<file path="src/rtl/vga_vram_arb_if.sv">
// CPU-side access port of the VGA VRAM arbiter.
// Handshake: the master holds cpu_req/cpu_we/cpu_addr/cpu_wdata stable until it sees
// cpu_ack (a one-cycle pulse), then drops cpu_req in the following cycle; cpu_rdata
// is valid from the ack cycle until the next read completes.
interface vga_vram_arb_if;
    logic        cpu_req;
    logic        cpu_we;
    logic [18:0] cpu_addr;
    logic [11:0] cpu_wdata;
    logic        cpu_ack;
    logic [11:0] cpu_rdata;

    modport master (
        output cpu_req,
        output cpu_we,
        output cpu_addr,
        output cpu_wdata,
        input  cpu_ack,
        input  cpu_rdata
    );

    modport slave (
        input  cpu_req,
        input  cpu_we,
        input  cpu_addr,
        input  cpu_wdata,
        output cpu_ack,
        output cpu_rdata
    );
endinterface

</file>
<file path="src/rtl/vga_vram_arb.sv">
// Single-port VRAM arbiter: the display scan owns the RAM while valid=1, the CPU
// gets one access per IDLE->CAPT->DONE pass during blanking.
module vga_vram_arb #(
    parameter int H_RES = 640,
    parameter int V_RES = 480
) (
    input  logic                pclk,
    input  logic                reset,
    input  logic [9:0]          h_addr,
    input  logic [9:0]          v_addr,
    input  logic                valid,
    vga_vram_arb_if.slave       cpu,
    output logic [18:0]         vram_addr,
    output logic                vram_we,
    output logic [11:0]         vram_wdata,
    input  logic [11:0]         vram_rdata,
    output logic [23:0]         vga_data,
    output logic [1:0]          state_dbg
);

    localparam logic [18:0] PIX_COUNT = 19'(H_RES * V_RES);

    typedef enum logic [1:0] {
        IDLE = 2'd0,
        CAPT = 2'd1,
        DONE = 2'd2
    } state_t;

    state_t      state_q, state_d;
    logic        ack_q, ack_d;
    logic [11:0] rdata_q, rdata_d;
    logic        valid_d_q, valid_d_d;
    logic        rd_ok_q, rd_ok_d;
    logic        rd_oor_q, rd_oor_d;

    logic [18:0] disp_addr;
    logic        in_range;
    logic        grant;

    // 640 is the common case; keep it to shifts so no multiplier is inferred.
    generate
        if (H_RES == 640) begin : g_shift_mul
            assign disp_addr = ({9'd0, v_addr} << 9) + ({9'd0, v_addr} << 7) + {9'd0, h_addr};
        end else begin : g_gen_mul
            assign disp_addr = 19'({9'd0, v_addr} * 19'(H_RES)) + {9'd0, h_addr};
        end
    endgenerate

    assign in_range = (cpu.cpu_addr < PIX_COUNT);
    assign grant    = (state_q == IDLE) && !valid && cpu.cpu_req;

    assign vram_addr  = valid ? disp_addr : cpu.cpu_addr;
    assign vram_we    = grant && cpu.cpu_we && in_range;
    assign vram_wdata = cpu.cpu_wdata;

    assign vga_data  = valid_d_q ? {vram_rdata[11:8], vram_rdata[11:8],
                                    vram_rdata[7:4],  vram_rdata[7:4],
                                    vram_rdata[3:0],  vram_rdata[3:0]} : 24'h0;
    assign cpu.cpu_ack   = ack_q;
    assign cpu.cpu_rdata = rdata_q;
    assign state_dbg     = state_q;

    always_comb begin
        state_d   = state_q;
        ack_d     = 1'b0;
        rdata_d   = rdata_q;
        valid_d_d = valid;
        rd_ok_d   = rd_ok_q;
        rd_oor_d  = rd_oor_q;
        case (state_q)
            IDLE: begin
                if (grant) begin
                    state_d  = CAPT;
                    rd_ok_d  = !cpu.cpu_we && in_range;
                    rd_oor_d = !cpu.cpu_we && !in_range;
                end
            end
            CAPT: begin
                // RAM output here belongs to the grant-cycle address, whatever valid does now.
                state_d = DONE;
                ack_d   = 1'b1;
                if (rd_ok_q) begin
                    rdata_d = vram_rdata;
                end else if (rd_oor_q) begin
                    rdata_d = 12'h000;
                end
            end
            DONE: begin
                state_d = IDLE;
            end
            default: begin
                state_d = IDLE;
            end
        endcase
    end

    always_ff @(posedge pclk or negedge reset) begin
        if (!reset) begin
            state_q   <= IDLE;
            ack_q     <= 1'b0;
            rdata_q   <= 12'h000;
            valid_d_q <= 1'b0;
            rd_ok_q   <= 1'b0;
            rd_oor_q  <= 1'b0;
        end else begin
            state_q   <= state_d;
            ack_q     <= ack_d;
            rdata_q   <= rdata_d;
            valid_d_q <= valid_d_d;
            rd_ok_q   <= rd_ok_d;
            rd_oor_q  <= rd_oor_d;
        end
    end

endmodule

</file>
<file path="src/flat_wrapper.sv">
// flat-port wrapper written by rule: the top's interface ports become plain ports
module vga_vram_arb_flat 
#(
    parameter int H_RES = 640,
    parameter int V_RES = 480
)
  (pclk, reset, h_addr, v_addr, valid, vram_addr, vram_we, vram_wdata, vram_rdata, vga_data, state_dbg, cpu_cpu_req, cpu_cpu_we, cpu_cpu_addr, cpu_cpu_wdata, cpu_cpu_ack, cpu_cpu_rdata);
  vga_vram_arb_if cpu_i ();
  input  logic pclk;
  input  logic reset;
  input  logic [9:0] h_addr;
  input  logic [9:0] v_addr;
  input  logic valid;
  output logic [18:0] vram_addr;
  output logic vram_we;
  output logic [11:0] vram_wdata;
  input  logic [11:0] vram_rdata;
  output logic [23:0] vga_data;
  output logic [1:0] state_dbg;
  input wire logic [$bits(cpu_i.cpu_req)-1:0] cpu_cpu_req;
  input wire logic [$bits(cpu_i.cpu_we)-1:0] cpu_cpu_we;
  input wire logic [$bits(cpu_i.cpu_addr)-1:0] cpu_cpu_addr;
  input wire logic [$bits(cpu_i.cpu_wdata)-1:0] cpu_cpu_wdata;
  output wire logic [$bits(cpu_i.cpu_ack)-1:0] cpu_cpu_ack;
  output wire logic [$bits(cpu_i.cpu_rdata)-1:0] cpu_cpu_rdata;
  assign cpu_i.cpu_req = cpu_cpu_req;
  assign cpu_i.cpu_we = cpu_cpu_we;
  assign cpu_i.cpu_addr = cpu_cpu_addr;
  assign cpu_i.cpu_wdata = cpu_cpu_wdata;
  assign cpu_cpu_ack = cpu_i.cpu_ack;
  assign cpu_cpu_rdata = cpu_i.cpu_rdata;
  vga_vram_arb #(.H_RES(H_RES), .V_RES(V_RES)) u_core (.pclk(pclk), .reset(reset), .h_addr(h_addr), .v_addr(v_addr), .valid(valid), .cpu(cpu_i), .vram_addr(vram_addr), .vram_we(vram_we), .vram_wdata(vram_wdata), .vram_rdata(vram_rdata), .vga_data(vga_data), .state_dbg(state_dbg));
endmodule
</file>
<file path="config.mk">
export PLATFORM = sky130hd
export DESIGN_NAME = vga_vram_arb_flat
export DESIGN_NICKNAME = d
export VERILOG_FILES = /design/src/rtl/vga_vram_arb_if.sv /design/src/rtl/vga_vram_arb.sv /design/src/flat_wrapper.sv
export SDC_FILE = /design/constraint.sdc
export NUM_CORES = 1
export LEC_CHECK = 0
export BUFFER_PORTS_ARGS = -buffer_cell sky130_fd_sc_hd__clkbuf_2
export CAP_MARGIN = 10
export CORE_MARGIN = 3
export CORE_UTILIZATION = 40
export DETAILED_ROUTE_END_ITERATION = 16
export PLACE_DENSITY_LB_ADDON = 0.25
export SLEW_MARGIN = 20
export SYNTH_ARGS = -nofsm -noshare
export SYNTH_HDL_FRONTEND = slang
export SYNTH_SLANG_ARGS = --single-unit
</file>
<file path="constraint.sdc">
create_clock -name pclk -period 4.53 [get_ports pclk]
set_clock_uncertainty 0.1 [all_clocks]
set_input_delay 0.906 -clock pclk [delete_from_list [all_inputs] [get_ports pclk]]
set_output_delay 0.906 -clock pclk [all_outputs]
set_load 0.01 [all_outputs]
</file>
======== Word-level counts from Yosys, hierarchy flattened ========
Cells that the tools add are included.
word-level totals
  input port bits ......................... 68
  output and inout bits ................... 71
  register bits ........................... 18
operators by class
  add/sub/neg operators ................... 2
  equal/unequal tests ..................... 2
  reduce and logical (&&, ||, !) cells .... 13
  muxes and demuxes ....................... 7
  $lt $le $gt $ge ......................... 1
operators by type and width
  operator                                                                  number
  12-bit 2-to-1 mux                                                         2
  24-bit 2-to-1 mux                                                         1
  19-bit by 10-bit adder with 19-bit output                                 1
  19-bit by 17-bit adder with 19-bit output                                 1
  19-bit < comparator (second input constant)                               1
  19-bit 2-to-1 mux                                                         1
  1-bit logical AND                                                         6
  2-bit one-hot mux with 2 select lines                                     1
  2-bit AND reduction                                                       2
  1-bit logical NOT                                                         3
  2-bit by 1-bit == test with 1-bit output (second input constant)          1
  2-bit logical NOT                                                         1
  2-bit 2-to-1 mux                                                          1
  2-bit by 1-bit inequality test with 1-bit output (second input constant)  1
  2-bit nonzero test                                                        1
  1-bit 2-to-1 mux                                                          1

======== Depth between registers and ports, before layout ========
  depth after elaboration ................. 5
  depth in mapped cells ................... 9
  mapped depth without buffers ............ 9

======== Worst setup path after synthesis ========
OpenSTA, ideal clock, no wires.
  path kind ............................... input to output
  start ................................... input port h_addr[9]
  end ..................................... output port vram_addr[18]
  path buffers ............................ 0
  required time ........................... 3524 ps
  stages .................................. 9
  path slack .............................. 614 ps
  arrival ................................. 2910 ps
  path through ............................ inv_1 fa_1 inv_1 fa_1 a21oi_1 o221ai_2 o21ai_0 nand3_1 a31o_2
between the ends
  word-level cells in the longest chain between the ends .. 2
ends and longest elaborated chain
  item                                       RTL line            RTL
  from (decl)                                flat_wrapper.sv:11  input logic [9:0] h_addr;
  19-bit by 10-bit adder with 19-bit output  vga_vram_arb.sv:43  assign disp_addr = ({9'd0, v_addr} << 9) + ({9'd0, v_addr} << 7) + {9'd0, h_addr};
  19-bit 2-to-1 mux                          vga_vram_arb.sv:52  assign vram_addr = valid ? disp_addr : cpu.cpu_addr;
  to (decl)                                  flat_wrapper.sv:14  output logic [18:0] vram_addr;
No other way between the ends.

======== Final worst setup path ========
Ends and elaborated chain as after synthesis.

==> summary.md <==
| Metric | Value |
|---|---|
| Slew Limit Fails | `0` |
| Req. time, crit path | `roughly 3500 ps` |
| Global-route wire length before repair | `6.88 mm` |
| CTS Root Cell | `clkbuf_8` |
| Yosys Warn Count | `0` |
| RR Endpoint | `u_core.rd_ok_q` |
| Synth Cell Area | `1730 um2` |
| Crit-path slowest cell | `fa_1` |
| Nets | `360` |
| Synth Net Count | `approximately 270` |
| Pwr dens | `303 nW/um2` |
| Core ar. | `between 4000 and 5000 um2` |
| Drt drc | `0` |
| Critical path launch point type | `primary input` |
| HPWL Detailed | `3.63 mm` |
| RSZ-0062 raised after global routing | `false` |
| Largest net degree at the start of global routing | `30` |
| Setup bufs post-CTS | `0` |
| Vias in the first global route | `1540` |
| Syn Area/Cell | `9.61 um2` |
| P&R area growth vs syn | `28.9%` |
| Cts hold-fix bufs | `0` |
| H-tree depth | `1` |
| TritonCTS Buffers | `3` |
| WHS Endpoint | `u_core.state_dbg[1]` |
| VDD IR-drop max | `0.116 mV` |
| Fillcell total | `roughly 380` |
| Status | `finished clean` |
| Die ar. | `5150 um2` |
| Commonest non-fill, non-tap cells in the layout | `114 x clkbuf_2, 19 x ha_1, 18 x dfrtp_1, 14 x mux2_2` |
| Post-Synthesis Cells | `180` |
| Number of distinct library cells after synthesis | `36` |
| Register area share after synthesis | `26.0%` |
| Core Rows | `23` |
| Synth Register Bits | `18` |
| Crit share post-route | `93.7%` |
| Final min period | `4250 ps` |
| Slew Limit Headroom | `a little over 70%` |
| P_int | `442 uW` |
| Final hold vios | `0` |
| P_leak | `0.00126 uW` |
| Commonest non-fill, non-tap cell in the layout | `clkbuf_2` |
| Area contributors post-synth | `dfrtp_1 26%, ha_1 14%, buf_4 10%, mux2_2 9.1%, a22o_1 6.6%` |
| Setup Viol. Count Final | `0` |
| Switching portion of total power | `34.6%` |
| Number of max-cap violations | `0` |
| Detailed Route Iter0 Violations | `44` |
| I/O pin total | `139` |
| Initial antenna violation count | `0` |
| Top-area cell type share of the netlist area | `between 20% and 30%` |
| Combinational share of power | `47.3%` |
| Crit path DAT | `3240 ps` |
| Setup_tns | `0 ps` |
| Worst R2R Setup Slack | `about 3000 ps` |
| Clk_lat worst skew | `250 ps` |
| HP Class | `flip-flop to flip-flop` |
| Initial Util | `42.3%` |
| Hold Slack | `372 ps` |
| Die Height | `approximately 72 um` |
| TritonCTS clock tree | `built` |
| Avg Vias per Cell | `5.03` |
| Number of flops mapped to enable cells by yosys | `0` |
| Gr ovfl total | `0` |
| Hold_sp | `u_core.state_dbg[1]` |
| Critical-path cell list | `clkbuf_2, inv_1, fa_1, inv_1, fa_1, a21oi_1, o221ai_2, o21ai_0, nand3_1, a31o_2, clkbuf_2` |
| Placer Congestion | `0.766` |
| Hold path cells | `1` |
| Avg WL per Cell | `13.2 um` |
| Largest area contributor in the netlist | `dfrtp_1` |
| DIE WIDTH | `71.8 um` |
| Port bufs | `roughly 110` |
| Sequential group share of total power | `approximately 34%` |
| Crit end category | `output port` |
| Clk sinks | `18` |
| Crit path largest cell delay | `520 ps` |
| Switch Pwr | `~230 uW` |
| ANT cells | `0` |
| Pre-antenna DRT Iters | `4` |
| Via count of the routed design | `1611` |
| Post-CTS Resized | `0` |
| Power share of the clock group | `a little under a fifth` |
| Main synth FF type | `dfrtp_1` |
| Worst Reg2Reg Path Length in Cells | `2` |
| Slew @ Worst Pin | `434 ps` |
| Share of layout cells above drive strength 1 | `52.2%` |
| Clock transition at the registers of the reported paths | `60 ps` |
| Critical path type | `primary input to output port` |
| Bufs on Longest Clock Path | `2` |
| Detailed Route WL | `4.23 mm` |
| Worst reg2reg path startpoint | `u_core.state_dbg[0]` |
| FFs w/ async S/R, synth | `100%` |
| Antenna-violating nets left | `0` |
| Critical path peak fanout | `3` |
| GRT Total Usage | `between 10% and 20%` |
| Fmax | `around 0.24 GHz` |
==> cell families after synthesis <==
family | count (synthesis) | share of synthesized area [%]
compound gates | 43 | 18.7
flops | 18 | 26.0
xor+xnor | 6 | 3.04
fa+ha+maj | 21 | 16.1
buf+inv | 42 | 14.4
simple gates | 35 | 11.7
mux | 15 | 9.99
==> power by group through the flow <==
stage | logic [uW] | registers (uW) | clock network [uW]
final | 320 | 230 | 126
after global routing | 355 | 237 | 139
after CTS | 325 | 231 | 131
after detailed placement | 322 | 233 | 0
after global placement | 320 | 233 | 0
after floorplan | 189 | 250 | 0
==> flip-flops by register name, indices dropped and copies added (netlist names) <==
register              flops
u_core.cpu.cpu_rdata     12
u_core.rd_oor_q           1
u_core.cpu.cpu_ack        1
u_core.rd_ok_q            1
u_core.state_dbg          2
u_core.valid_d_q          1
==> cells in the mapped netlist, types with 2 or more instances <==
library cell / number
fa_1: 2
mux2_2: 14
nand3_1: 4
a22o_1: 13
nand2_1: 5
xnor2_1: 4
dfrtp_1: 18
buf_4: 24
a21oi_1: 8
o21ai_0: 7
o211ai_2: 2
nor2_1: 3
xor2_1: 2
nor2b_1: 5
inv_1: 12
clkbuf_1: 5
o31ai_1: 2
a21o_1: 2
ha_1: 19
and2_1: 13
==> per-stage QoR <==
stage	power [uW]	worst slack, ps	cells	utilization (%)	instance area (um2)
finish	676	285	320	54.5	2230
global route	731	41.8	320	54.5	2230
CTS	687	255	320	54.5	2230
detailed placement	556	242	316	53.2	2170
global placement	552	329	316	53.2	2170
floorplan	439	614	180	-	1730
==> cell type report <==
class	instances	area [um2]	share of cell area [%]
multi-input cells	120	1030	46.2
repair buffers	116	586	26.3
flip-flops and latches	18	450	20.2
well taps	50	62.6	2.81
clock buffers	4	55.1	2.47
inverters	12	45.0	2.02
==> worst max-delay path: cells and delay by family <==
family / cells / cell delay [ps]
buf+inv: 4 / 310
compound gates: 4 / 930
fa+ha+maj: 2 / 970
simple gates: 1 / 100
==> worst max path at each step <==
stage,from,endpoint,slack [ps],cells past startpoint
after CTS,h_addr[9],vram_addr[18],250,11
after detailed placement,h_addr[9],vram_addr[18],240,11
final,h_addr[9],vram_addr[18],280,11
after global placement,h_addr[9],vram_addr[18],330,11
after floorplan,h_addr[9],vram_addr[18],610,9
after global routing,h_addr[9],vram_addr[18],40,11
==> per-layer routing <==
metal | vias up | share of wire (%) | global-route usage, %
li1 | 807 | - | -
met5 | - | 0 | 0
met4 | 0 | 4.1 | 10.0
met2 | 72 | 46 | 27.3
met3 | 29 | 7.8 | 1.54
met1 | 703 | 42 | 20.3
(Power assumes the default switching activity.)
